### config.mk
export PLATFORM = sky130hd
export DESIGN_NAME = mem_arbiter
export DESIGN_NICKNAME = d
export VERILOG_FILES = /design/src/rtl/mem_arbiter.sv
export SDC_FILE = /design/constraint.sdc
export NUM_CORES = 1
export LEC_CHECK = 0
export BUFFER_PORTS_ARGS = -buffer_cell sky130_fd_sc_hd__buf_2
export CAP_MARGIN = 20
export CORE_ASPECT_RATIO = 1.1
export CORE_MARGIN = 2
export CORE_UTILIZATION = 47
export CTS_BUF_LIST = sky130_fd_sc_hd__clkbuf_8
export DETAILED_ROUTE_END_ITERATION = 12
export PLACE_DENSITY = 0.82
export REMOVE_ABC_BUFFERS = 1
export SYNTH_ARGS = -nofsm -noshare
export SYNTH_HDL_FRONTEND = slang
export SYNTH_SLANG_ARGS = --single-unit
### constraint.sdc
create_clock -name clk -period 2.5 [get_ports clk]
set_clock_uncertainty 0.2 [all_clocks]
set_input_delay 0.125 -clock clk [delete_from_list [all_inputs] [get_ports clk]]
set_output_delay 0.125 -clock clk [all_outputs]
set_load 0.05 [all_outputs]
### src/rtl/mem_arbiter.sv
// Single-port memory arbiter between instruction fetch and data access.
// Data wins contention, bounded by MAX_DATA_RUN grants so fetch is never starved.
module mem_arbiter #(
    parameter int unsigned MAX_DATA_RUN = 4
) (
    input  logic        clk,
    input  logic        rst,
    input  logic        if_req,
    input  logic [31:0] if_addr,
    output logic [31:0] if_rdata,
    output logic        if_ready,
    input  logic        dm_req,
    input  logic        dm_we,
    input  logic [3:0]  dm_be,
    input  logic [31:0] dm_addr,
    input  logic [31:0] dm_wdata,
    output logic [31:0] dm_rdata,
    output logic        dm_ready,
    output logic        mem_en,
    output logic        mem_we,
    output logic [3:0]  mem_be,
    output logic [31:0] mem_addr,
    output logic [31:0] mem_wdata,
    input  logic [31:0] mem_rdata,
    input  logic        mem_ack
);

    localparam int unsigned AW = 32;
    localparam int unsigned DW = 32;
    localparam int unsigned BW = 4;
    localparam int unsigned CW = 4;

    localparam logic [CW-1:0] RUN_LIMIT = CW'(MAX_DATA_RUN);
    localparam logic [CW-1:0] RUN_SAT   = '1;

    typedef enum logic [1:0] {
        IDLE,
        IF_ACC,
        DM_ACC
    } state_e;

    state_e          state_q,     state_d;
    logic [CW-1:0]   run_cnt_q,   run_cnt_d;
    logic            mem_en_q,    mem_en_d;
    logic            mem_we_q,    mem_we_d;
    logic [BW-1:0]   mem_be_q,    mem_be_d;
    logic [AW-1:0]   mem_addr_q,  mem_addr_d;
    logic [DW-1:0]   mem_wdata_q, mem_wdata_d;
    logic [DW-1:0]   if_rdata_q,  if_rdata_d;
    logic [DW-1:0]   dm_rdata_q,  dm_rdata_d;
    logic            if_ready_q,  if_ready_d;
    logic            dm_ready_q,  dm_ready_d;

    logic            if_eff_c;
    logic            dm_eff_c;
    logic            unused_addr_lsbs;

    // A requester is not eligible in its own ready cycle.
    assign if_eff_c = if_req & ~if_ready_q;
    assign dm_eff_c = dm_req & ~dm_ready_q;

    // Memory is word addressed; byte offsets are dropped.
    assign unused_addr_lsbs = ^{if_addr[1:0], dm_addr[1:0]};

    always_comb begin
        state_d     = state_q;
        run_cnt_d   = run_cnt_q;
        mem_en_d    = mem_en_q;
        mem_we_d    = mem_we_q;
        mem_be_d    = mem_be_q;
        mem_addr_d  = mem_addr_q;
        mem_wdata_d = mem_wdata_q;
        if_rdata_d  = if_rdata_q;
        dm_rdata_d  = dm_rdata_q;
        if_ready_d  = 1'b0;
        dm_ready_d  = 1'b0;

        unique case (state_q)
            IDLE: begin
                if (dm_eff_c && (!if_eff_c || (run_cnt_q < RUN_LIMIT))) begin
                    state_d     = DM_ACC;
                    mem_en_d    = 1'b1;
                    mem_we_d    = dm_we;
                    mem_be_d    = dm_we ? dm_be : '1;
                    mem_addr_d  = {dm_addr[AW-1:2], 2'b00};
                    mem_wdata_d = dm_wdata;
                    // Only consecutive data wins over a waiting fetch count.
                    if (if_eff_c) begin
                        run_cnt_d = (run_cnt_q == RUN_SAT) ? RUN_SAT : run_cnt_q + CW'(1);
                    end else begin
                        run_cnt_d = '0;
                    end
                end else if (if_eff_c) begin
                    state_d     = IF_ACC;
                    mem_en_d    = 1'b1;
                    mem_we_d    = 1'b0;
                    mem_be_d    = '1;
                    mem_addr_d  = {if_addr[AW-1:2], 2'b00};
                    mem_wdata_d = '0;
                    run_cnt_d   = '0;
                end
            end
            IF_ACC: begin
                if (mem_ack) begin
                    if_rdata_d = mem_rdata;
                    if_ready_d = 1'b1;
                    mem_en_d   = 1'b0;
                    state_d    = IDLE;
                end
            end
            DM_ACC: begin
                if (mem_ack) begin
                    dm_rdata_d = mem_rdata;
                    dm_ready_d = 1'b1;
                    mem_en_d   = 1'b0;
                    state_d    = IDLE;
                end
            end
            default: state_d = IDLE;
        endcase
    end

    always_ff @(posedge clk or negedge rst) begin
        if (!rst) begin
            state_q     <= IDLE;
            run_cnt_q   <= '0;
            mem_en_q    <= 1'b0;
            mem_we_q    <= 1'b0;
            mem_be_q    <= '0;
            mem_addr_q  <= '0;
            mem_wdata_q <= '0;
            if_rdata_q  <= '0;
            dm_rdata_q  <= '0;
            if_ready_q  <= 1'b0;
            dm_ready_q  <= 1'b0;
        end else begin
            state_q     <= state_d;
            run_cnt_q   <= run_cnt_d;
            mem_en_q    <= mem_en_d;
            mem_we_q    <= mem_we_d;
            mem_be_q    <= mem_be_d;
            mem_addr_q  <= mem_addr_d;
            mem_wdata_q <= mem_wdata_d;
            if_rdata_q  <= if_rdata_d;
            dm_rdata_q  <= dm_rdata_d;
            if_ready_q  <= if_ready_d;
            dm_ready_q  <= dm_ready_d;
        end
    end

    assign if_rdata  = if_rdata_q;
    assign if_ready  = if_ready_q;
    assign dm_rdata  = dm_rdata_q;
    assign dm_ready  = dm_ready_q;
    assign mem_en    = mem_en_q;
    assign mem_we    = mem_we_q;
    assign mem_be    = mem_be_q;
    assign mem_addr  = mem_addr_q;
    assign mem_wdata = mem_wdata_q;

endmodule

Word-level counts from Yosys, hierarchy flattened
Index checks and enable logic that the tools add are counted.
- bits in registers: 142
- input bits: 138
- output and inout bits: 136
- logic and storage cells: 58
- add/subtract/negate cells: 1
- magnitude comparators: 1
- eq/ne operators: 5
- multiplexer cells: 24
- bitwise gates (word level): 4
- reductions and logical operators: 12
- operators by type and width (kind ; count):
    two-way mux 32 bit ; 4
    two-way mux 4 bit ; 7
    two-way mux 1 bit ; 8
    AND reduction 2 bit ; 4
    two-way mux 2 bit ; 3
    adder 4 x 1 -> 4 bit (second input constant) ; 1
    equality test 4 bit (second input constant) ; 1
    < comparator 4 x 3 -> 1 bit (second input constant) ; 1
    case mux 2 bit (2 select lines) ; 1
    nonzero test 2 bit ; 2
    inequality test 3 bit (second input constant) ; 1
    AND reduction 3 bit ; 1
    AND 1 bit ; 2
    equality test 2 x 1 -> 1 bit (second input constant) ; 1
    equality test 2 bit (second input constant) ; 1
    zero test 2 bit ; 1
    inequality test 2 x 1 -> 1 bit (second input constant) ; 1
    inverter 1 bit ; 2
    case mux 1 bit (2 select lines) ; 1
    OR reduction 2 bit ; 1
    logical AND 1 bit ; 1
    zero test 1 bit ; 1
    logical OR 1 bit ; 1

Depth between registers and ports, before layout
Gate-level depths: netlist of run 1.
- depth after elaboration: 7
- depth in mapped cells: 7
- gate-level depth less buffers: 6

Worst setup path before layout of run 1
OpenSTA, ideal clock, no wires.
- kind: reg-to-reg
- start: reg if_ready_q, in the netlist if_ready
- end: reg mem_addr_q[10], in the netlist mem_addr[10]
- setup time: 0.122 ns
- data arrival time: 1.612 ns
- required time: 2.178 ns
- path slack: 0.565 ns
- stages on the path, launching flop included: 8
- path buffers: 3
- period minus slack after synthesis: 1.935 ns
- cells stage by stage: dfrtp_1 -> nand2b_1 -> buf_2 -> a21bo_2 -> buf_6 -> buf_2 -> a21oi_1 -> a21oi_1
- longest elaborated chain between the ends: 7
- elaborated cells between the ends (all ways): 8
- classes of those cells: mux (1); bitwise (2); reduce/logical (5)
- RTL lines (item ; line ; RTL):
    start, declared ; 51 ; logic if_ready_q, if_ready_d;
    start signal, assigned ; 146 ; if_ready_q <= if_ready_d;
    inverter 1 bit * ; 59 ; assign if_eff_c = if_req & ~if_ready_q;
    AND 1 bit * ; 59 ;
    zero test 1 bit ; 80 ; if (dm_eff_c && (!if_eff_c || (run_cnt_q < RUN_LIMIT))) begin
    logical OR 1 bit ; 80 ;
    logical AND 1 bit ; 80 ;
    nonzero test 2 bit (no source line) ; -- ;
    AND reduction 2 bit (no source line) ; -- ;
    end signal, assigned ; 142 ; mem_addr_q <= mem_addr_d;
    end, declared ; 47 ; logic [AW-1:0] mem_addr_q, mem_addr_d;
Every way passes the cells marked *; elsewhere a longest branch is shown, timed or not.
A chain may end at the register's enable or synchronous reset.

Worst setup path in the final report of run 1
- start: reg state_q[0]
- end: reg mem_be_q[2], in the netlist mem_be[2]
- longest elaborated chain between the ends: 2
- RTL lines (item ; line ; RTL):
    start, declared ; 42 ; state_e state_q, state_d;
    start signal, assigned ; 137 ; state_q <= state_d;
    zero test 2 bit ; 78 ; unique case (state_q)
    AND reduction 2 bit (no source line) ; -- ;
    end signal, assigned ; 141 ; mem_be_q <= mem_be_d;
    end, declared ; 46 ; logic [BW-1:0] mem_be_q, mem_be_d;
No other way between the ends.

==> results of run 1 <==
-- cells in the mapped netlist --
cell / n
inv_1: 6
nor2_1: 32
buf_6: 5
o2bb2ai_1: 2
and2_1: 2
or2_1: 1
o31ai_1: 1
a21boi_2: 1
a21oi_1: 63
buf_2: 17
nand2_1: 36
a31oi_1: 2
ha_1: 4
a21bo_2: 1
nor2b_1: 2
conb_1: 1
nand2b_1: 2
buf_4: 2
mux2_2: 64
a21o_1: 1
o22a_1: 3
dfrtp_1: 140
a32o_1: 1
a21oi_2: 1
clkbuf_1: 6
nand3_1: 4
a22o_1: 35
-- state kept, by name (all words and copies together), names as in the netlist --
register and cells:
if_ready 1, run_cnt_q 4, mem_we 1, mem_be 4, mem_addr 30, mem_en 1
mem_wdata 32, dm_rdata 32, dm_ready 1, if_rdata 32, state_q 2
-- logic make-up after synthesis --
family,count (synthesis)
AO/OA/AOI/OAI,111
adder cells (fa/ha/maj),4
flip-flops,140
other,1
multiplexers,64
AND/OR/NAND/NOR,79
buffers and inverters,36
-- worst register-to-register path, cell delays in order, from the launching register on --
cell and delay, ns:
dfrtp_1 0.41, inv_1 0.10, ha_1 0.16, buf_4 0.14
a21boi_2 0.24, buf_12 0.23, nor2_1 0.09, a31oi_1 0.17
dlygate4sd3_1 0.58
-- power breakdown --
part | internal (uW) | switching (uW) | leakage [uW] | total [uW]
registers | 3330 | 641 | 0.00168 | 3970
logic | 2000 | 5510 | 0.00248 | 7520
clock network | 885 | 891 | 0.000193 | 1780
-- timing repair --
action                                  in CTS  in global routing
gates resized for setup                      0                  5
setup buffers                                0                  0
hold buffers                               133                  0
endpoints found under the hold margin      257                  0
endpoints found under the setup margin       0                  1
-- final timing paths --
kind                             from            to  cells after the start
setup / recovery           state_q[0]     mem_be[2]                      8
hold / removal                    rst  if_rdata[26]                      2
setup reg to reg           state_q[0]     mem_be[2]                      8
hold reg to reg                mem_we        mem_we                      2
max in group asynchronous         rst  mem_addr[23]                      3
min in group clk             dm_be[1]     mem_be[1]                      3
-- stage by stage --
| stage | setup WS [ns] | util, % |
|---|---|---|
| floorplan | -0.414 | - |
| global placement | 0.585 | 61.0 |
| detailed placement | 0.503 | 61.0 |
| CTS | 0.113 | 75.9 |
| global route | -0.0117 | 76.0 |
| finish | 0.130 | 76.0 |
-- area by class of cell --
class / instances / area, um^2
timing repair buffer: 411 / 2810
clock inverter: 15 / 150
tap: 150 / 188
clock buffer: 17 / 234
inverter: 6 / 22.5
sequential: 140 / 3500
multi-input combinational: 260 / 1830
fill: 653 / 2750
-- per-layer routing --
| metal | global-route usage [%] | up-vias |
|---|---|---|
| met5 | 0 | - |
| met4 | 18.8 | 0 |
| met3 | 11.1 | 86 |
| met2 | 53.0 | 382 |
| met1 | 35.9 | 2651 |
| li1 | - | 2328 |
==> flow_summary_export.csv, run 1 <==
group,metric,value,unit
die,initial_core_util,48.1,%
sta,fin_crit_sh,94.8,%
finish,stdcell_area,8740,um^2
synth,synth_compound_area_share,13.3,%
worst_setup_path,cp_cell_sequence,"inv_1 > ha_1 > buf_4 > a21boi_2 > buf_12 > nor2_1 > a31oi_1 > dlygate4sd3_1",
clock_network,cts_tree,"yes",
sta,slew_viol_final,0,
clock_network,clkSinkCount,140,
die,io_pins,274,
global_routing,antenna_found_initial,1,
worst_setup_path,critPathBufInv,4,
synth,ys_ff_latch,140,
synth,synth_fa_ha_area_share,0.905,%
synth,yosys_warnings,0,
global_routing,track_usage,32.2,%
synth,synth.cell_area,5530,um^2
drt,wl_per_cell,19.9,um
sta,tightest_slew,0.648,ns
sta,setup_viol,0,
die,core,11500,um^2
worst_setup_path,startpoint_type,"flip-flop",
hold_path,hold_path.class,"in2async",
synth,seq_area_frac_synth,63.3,%
synth,synth_top_family_by_area,"compound AO/OA/AOI/OAI gates",
synth,muxShareOfSynthArea,13.0,%
pwr,peakVddDrop,0.00148,V
worst_setup_path,r2r_slack,0.13,ns
sta,tns,0,ns
flow_run,drv_cap,0,
pwr,finalPower,13300,uW
finish,syn_to_final_growth,58.0,%
synth,postSynthAreaPerCell,12.7,um^2
drt,dr.first_iter.drc_count,469,
synth,synthesis.instances,435,
drt,wl,19900,um
global_routing,grt_pass1_vias,5940,
drt,wl_met1,7090,um
finish,n_antenna_cell,0,
sta,fmax,422,MHz
global_routing,grt_overflow,0,
drt,detail-route-antenna-nets,0,
worst_setup_path,critPathTopFamily,"buffers and inverters",
drt,drt_pre_antenna_iters,6,
clock_network,cts_made_buffers,17,
synth,synth_area_leaders,"dfrtp_1, mux2_2, a21oi_1",
worst_setup_path,slowest_delay,0.58,ns
placed_design,place_area,7010,um^2
placed_design,place_hpwl,11100,um
drt,num_vias,5447,
drt,drc,0,
synth,synth_cell_types,27,
finish,layout.nets,978,
synth,yosys.area.top_type,"dfrtp_1",
sta,fin_hold_ws,0.0438,ns
drt,topRoutingLayerUsed,"met4",
worst_setup_path,crit_required,2.66,ns
placed_design,portBuffers,267,
synth,yosys.area.top_type_share,63.3,%
die,fp.dieH,118,um
sta,fin_crit,2.37,ns
synth,yosys.area_share.simple,5.77,%
die,die_area,12700,um^2
clock_network,cts.clk_slew.worst_paths,0.08,ns
clock_network,cts_buffer_depth,2,
die,rows,41,
finish,layout_commonest_cell,"buf_2",
drt,routed-wl-met2,9800,um
placed_design,routabilityCongestion,0.789,
global_routing,grt_max_degree,70,
drt,wl_met3,1950,um
drt,vias_per_cell,5.45,
worst_setup_path,cp-end-kind,"flip-flop",
die,dieWidth,107,um
global_routing,grt_pass1_wl,31000,um
synth,synth-xor-area-share,0,%
pwr,p_leak,0.00435,uW
finish,layout_common_cells,"buf_2, dfrtp_1, dlygate4sd3_1",
pwr,power_density,1520,nW/um^2
worst_setup_path,worst_path_max_delay_cell,"dlygate4sd3_1",
worst_setup_path,worstPathArrival,2.53,ns
sta,relSlewSlack,56.8,%
clock_network,htreeDepth,4,
worst_setup_path,worstPathMaxFanout,34,
finish,final_cells,999,
clock_network,insertion_delay,0.42,ns
finish,final_layout_size_suffix_gt1_share,44.3,%
worst_setup_path,path_class,"reg2reg",
placed_design,dp.cells,834,
sta,finalHoldViolCount,0,
clock_network,clockRootBuffer,"clkbuf_8",
outcome,status,"finished clean",
No activity file was read; power rests on OpenSTA's default activity.
==> inputs of run 2 (changes only) <==
Settings changed: CORE_UTILIZATION 47 to 46, CTS_BUF_LIST sky130_fd_sc_hd__clkbuf_8 to default, PLACE_DENSITY 0.82 to 0.8.
==> run 2 against run 1 <==
Against the previous run:
- sequential power hardly changed
- largest power group unchanged
- register-to-register slack hardly changed
- die area is 2.1% higher
==> flow_summary_export.csv, run 2 (synthesis gave the netlist of run 1 again) <==
group,metric,value,unit
outcome,status,"finished clean",
worst_setup_path,worst_path_max_delay_cell,"dlygate4sd3_1",
pwr,finalPower,14000,uW
worst_setup_path,crit_top_cell,"a21oi_1",
die,core,11900,um^2
clock_network,cts_buffer_depth,2,
global_routing,grt_pass1_wl,28100,um
sta,worst_slack,0.125,ns
global_routing,grt_pass1_vias,5701,
sta,setup_viol,0,
clock_network,cts.clk_slew.worst_paths,0.06,ns
die,io_pins,274,
worst_setup_path,crit_path_start,"dm_ready",
die,rows,42,
die,fp.dieH,119,um
pwr,power_density,1560,nW/um^2
finish,layout.nets,982,
placed_design,place_hpwl,10200,um
finish,layout_commonest_cell,"buf_2",
drt,num_vias,5281,
drt,wl_per_cell,18.1,um
drt,drt_pre_antenna_iters,7,
die,dieWidth,109,um
drt,dr.first_iter.drc_count,358,
drt,detail-route-antenna-nets,0,
sta,fmax,421,MHz
worst_setup_path,path_class,"reg2reg",
global_routing,grt_overflow,0,
finish,syn_to_final_growth,61.4,%
global_routing,grt_max_degree,51,
sta,fin_crit,2.37,ns
sta,rsz0062_at_grt,"false",
worst_setup_path,worstPathMaxFanout,31,
finish,final_layout_size_suffix_gt1_share,44.5,%
global_routing,track_usage,28.4,%
finish,fin_util,75.2,%
die,initial_core_util,46.6,%
drt,drc,0,
worst_setup_path,r2r_cells,7,
worst_setup_path,cp-end-kind,"flip-flop",
clock_network,post_cts_buffers,0,
finish,n_antenna_cell,0,
worst_setup_path,r2r_slack,0.13,ns
worst_setup_path,crit_required,2.64,ns
worst_setup_path,worstPathArrival,2.51,ns
clock_network,clkSinkCount,140,
placed_design,portBuffers,267,
sta,slew_viol_final,0,
clock_network,clockRootBuffer,"clkbuf_16",
drt,wl,18200,um
pwr,peakVddDrop,0.00119,V
flow_run,drv_cap,0,
placed_design,routabilityCongestion,0.820,
placed_design,post-place-ws,0.458,ns
clock_network,insertion_delay,0.40,ns
pwr,p_leak,0.00443,uW
worst_setup_path,cp_cell_sequence,"nand2b_1 > buf_4 > a21oi_2 > buf_6 > a21oi_1 > a21oi_1 > dlygate4sd3_1",
clock_network,htreeDepth,4,
hold_path,hold_path.class,"in2async",
sta,tns,0,ns
global_routing,antenna_found_initial,0,
worst_setup_path,r2r-end,"mem_addr[21]",
worst_setup_path,timing.critical_path.to,"mem_addr[21]",
die,die_area,12900,um^2
worst_setup_path,slowest_delay,0.58,ns
clock_network,cts_made_buffers,17,
clock_network,cts_tree,"yes",
sta,finalHoldViolCount,0,
worst_setup_path,timing.rr.start,"dm_ready",
worst_setup_path,startpoint_type,"flip-flop",
sta,fin_hold_ws,0.0368,ns
sta,fin_crit_sh,95.0,%
drt,vias_per_cell,5.24,
finish,layout_common_cells,"buf_2, dfrtp_1, dlygate4sd3_1",
[run 2: power by group]
part / leakage (uW) / internal [uW] / switching, uW
Sequential: 0.00168 / 3340 / 604
Clock: 0.000256 / 1300 / 966
Combinational: 0.00250 / 2250 / 5500
[run 2: critical path: cells and delay by family, from the launching register on]
kind	cells	cell delay [ns]
simple gates	1	0.18
buf+inv	3	1.03
compound gates	3	0.51
flops	1	0.37
[run 2: stage by stage]
step	area, um^2	std cells
final	8930	1007
after global routing	8930	1007
after CTS	8900	1007
after detailed placement	7030	842
after global placement	7010	841
after floorplan	5360	406
[run 2: worst min path at each step]
stage / start / to / slack (ns) / cells after the start
6_report: rst / if_rdata[28] / 0.04 / 2
5_1_grt: rst / if_rdata[21] / 0.06 / 2
4_1_cts: rst / dm_rdata[28] / 0.03 / 2
3_5_place_dp: rst / if_rdata[6] / -0.10 / 1
3_3_place_gp: rst / dm_rdata[8] / -0.11 / 1
2_1_floorplan: rst / dm_rdata[0] / -0.37 / 0
[run 2: what timing repair did]
item	in CTS	in global routing
hold endpoints to repair	275	0
gates resized for setup	0	6
hold buffers	133	0
endpoints found under the setup margin	0	15
[run 2: area by class of cell]
class / instances / area [um^2]
Inverter: 6 / 22.5
Tap cell: 154 / 193
Fill cell: 698 / 2950
Clock buffer: 19 / 443
Multi-Input combinational cell: 260 / 1840
Timing Repair Buffer: 415 / 2830
Sequential cell: 140 / 3500
Clock inverter: 13 / 93.8
[run 2: routing by layer]
metal | vias up | wire [um] | share of wire, % | global-route usage [%]
met5 | - | 0 | 0 | 0
met4 | 0 | 735 | 4.0 | 13.1
met3 | 66 | 1450 | 8.0 | 7.66
met2 | 307 | 9470 | 52 | 51.1
met1 | 2573 | 6540 | 36 | 30.4
li1 | 2335 | - | - | -
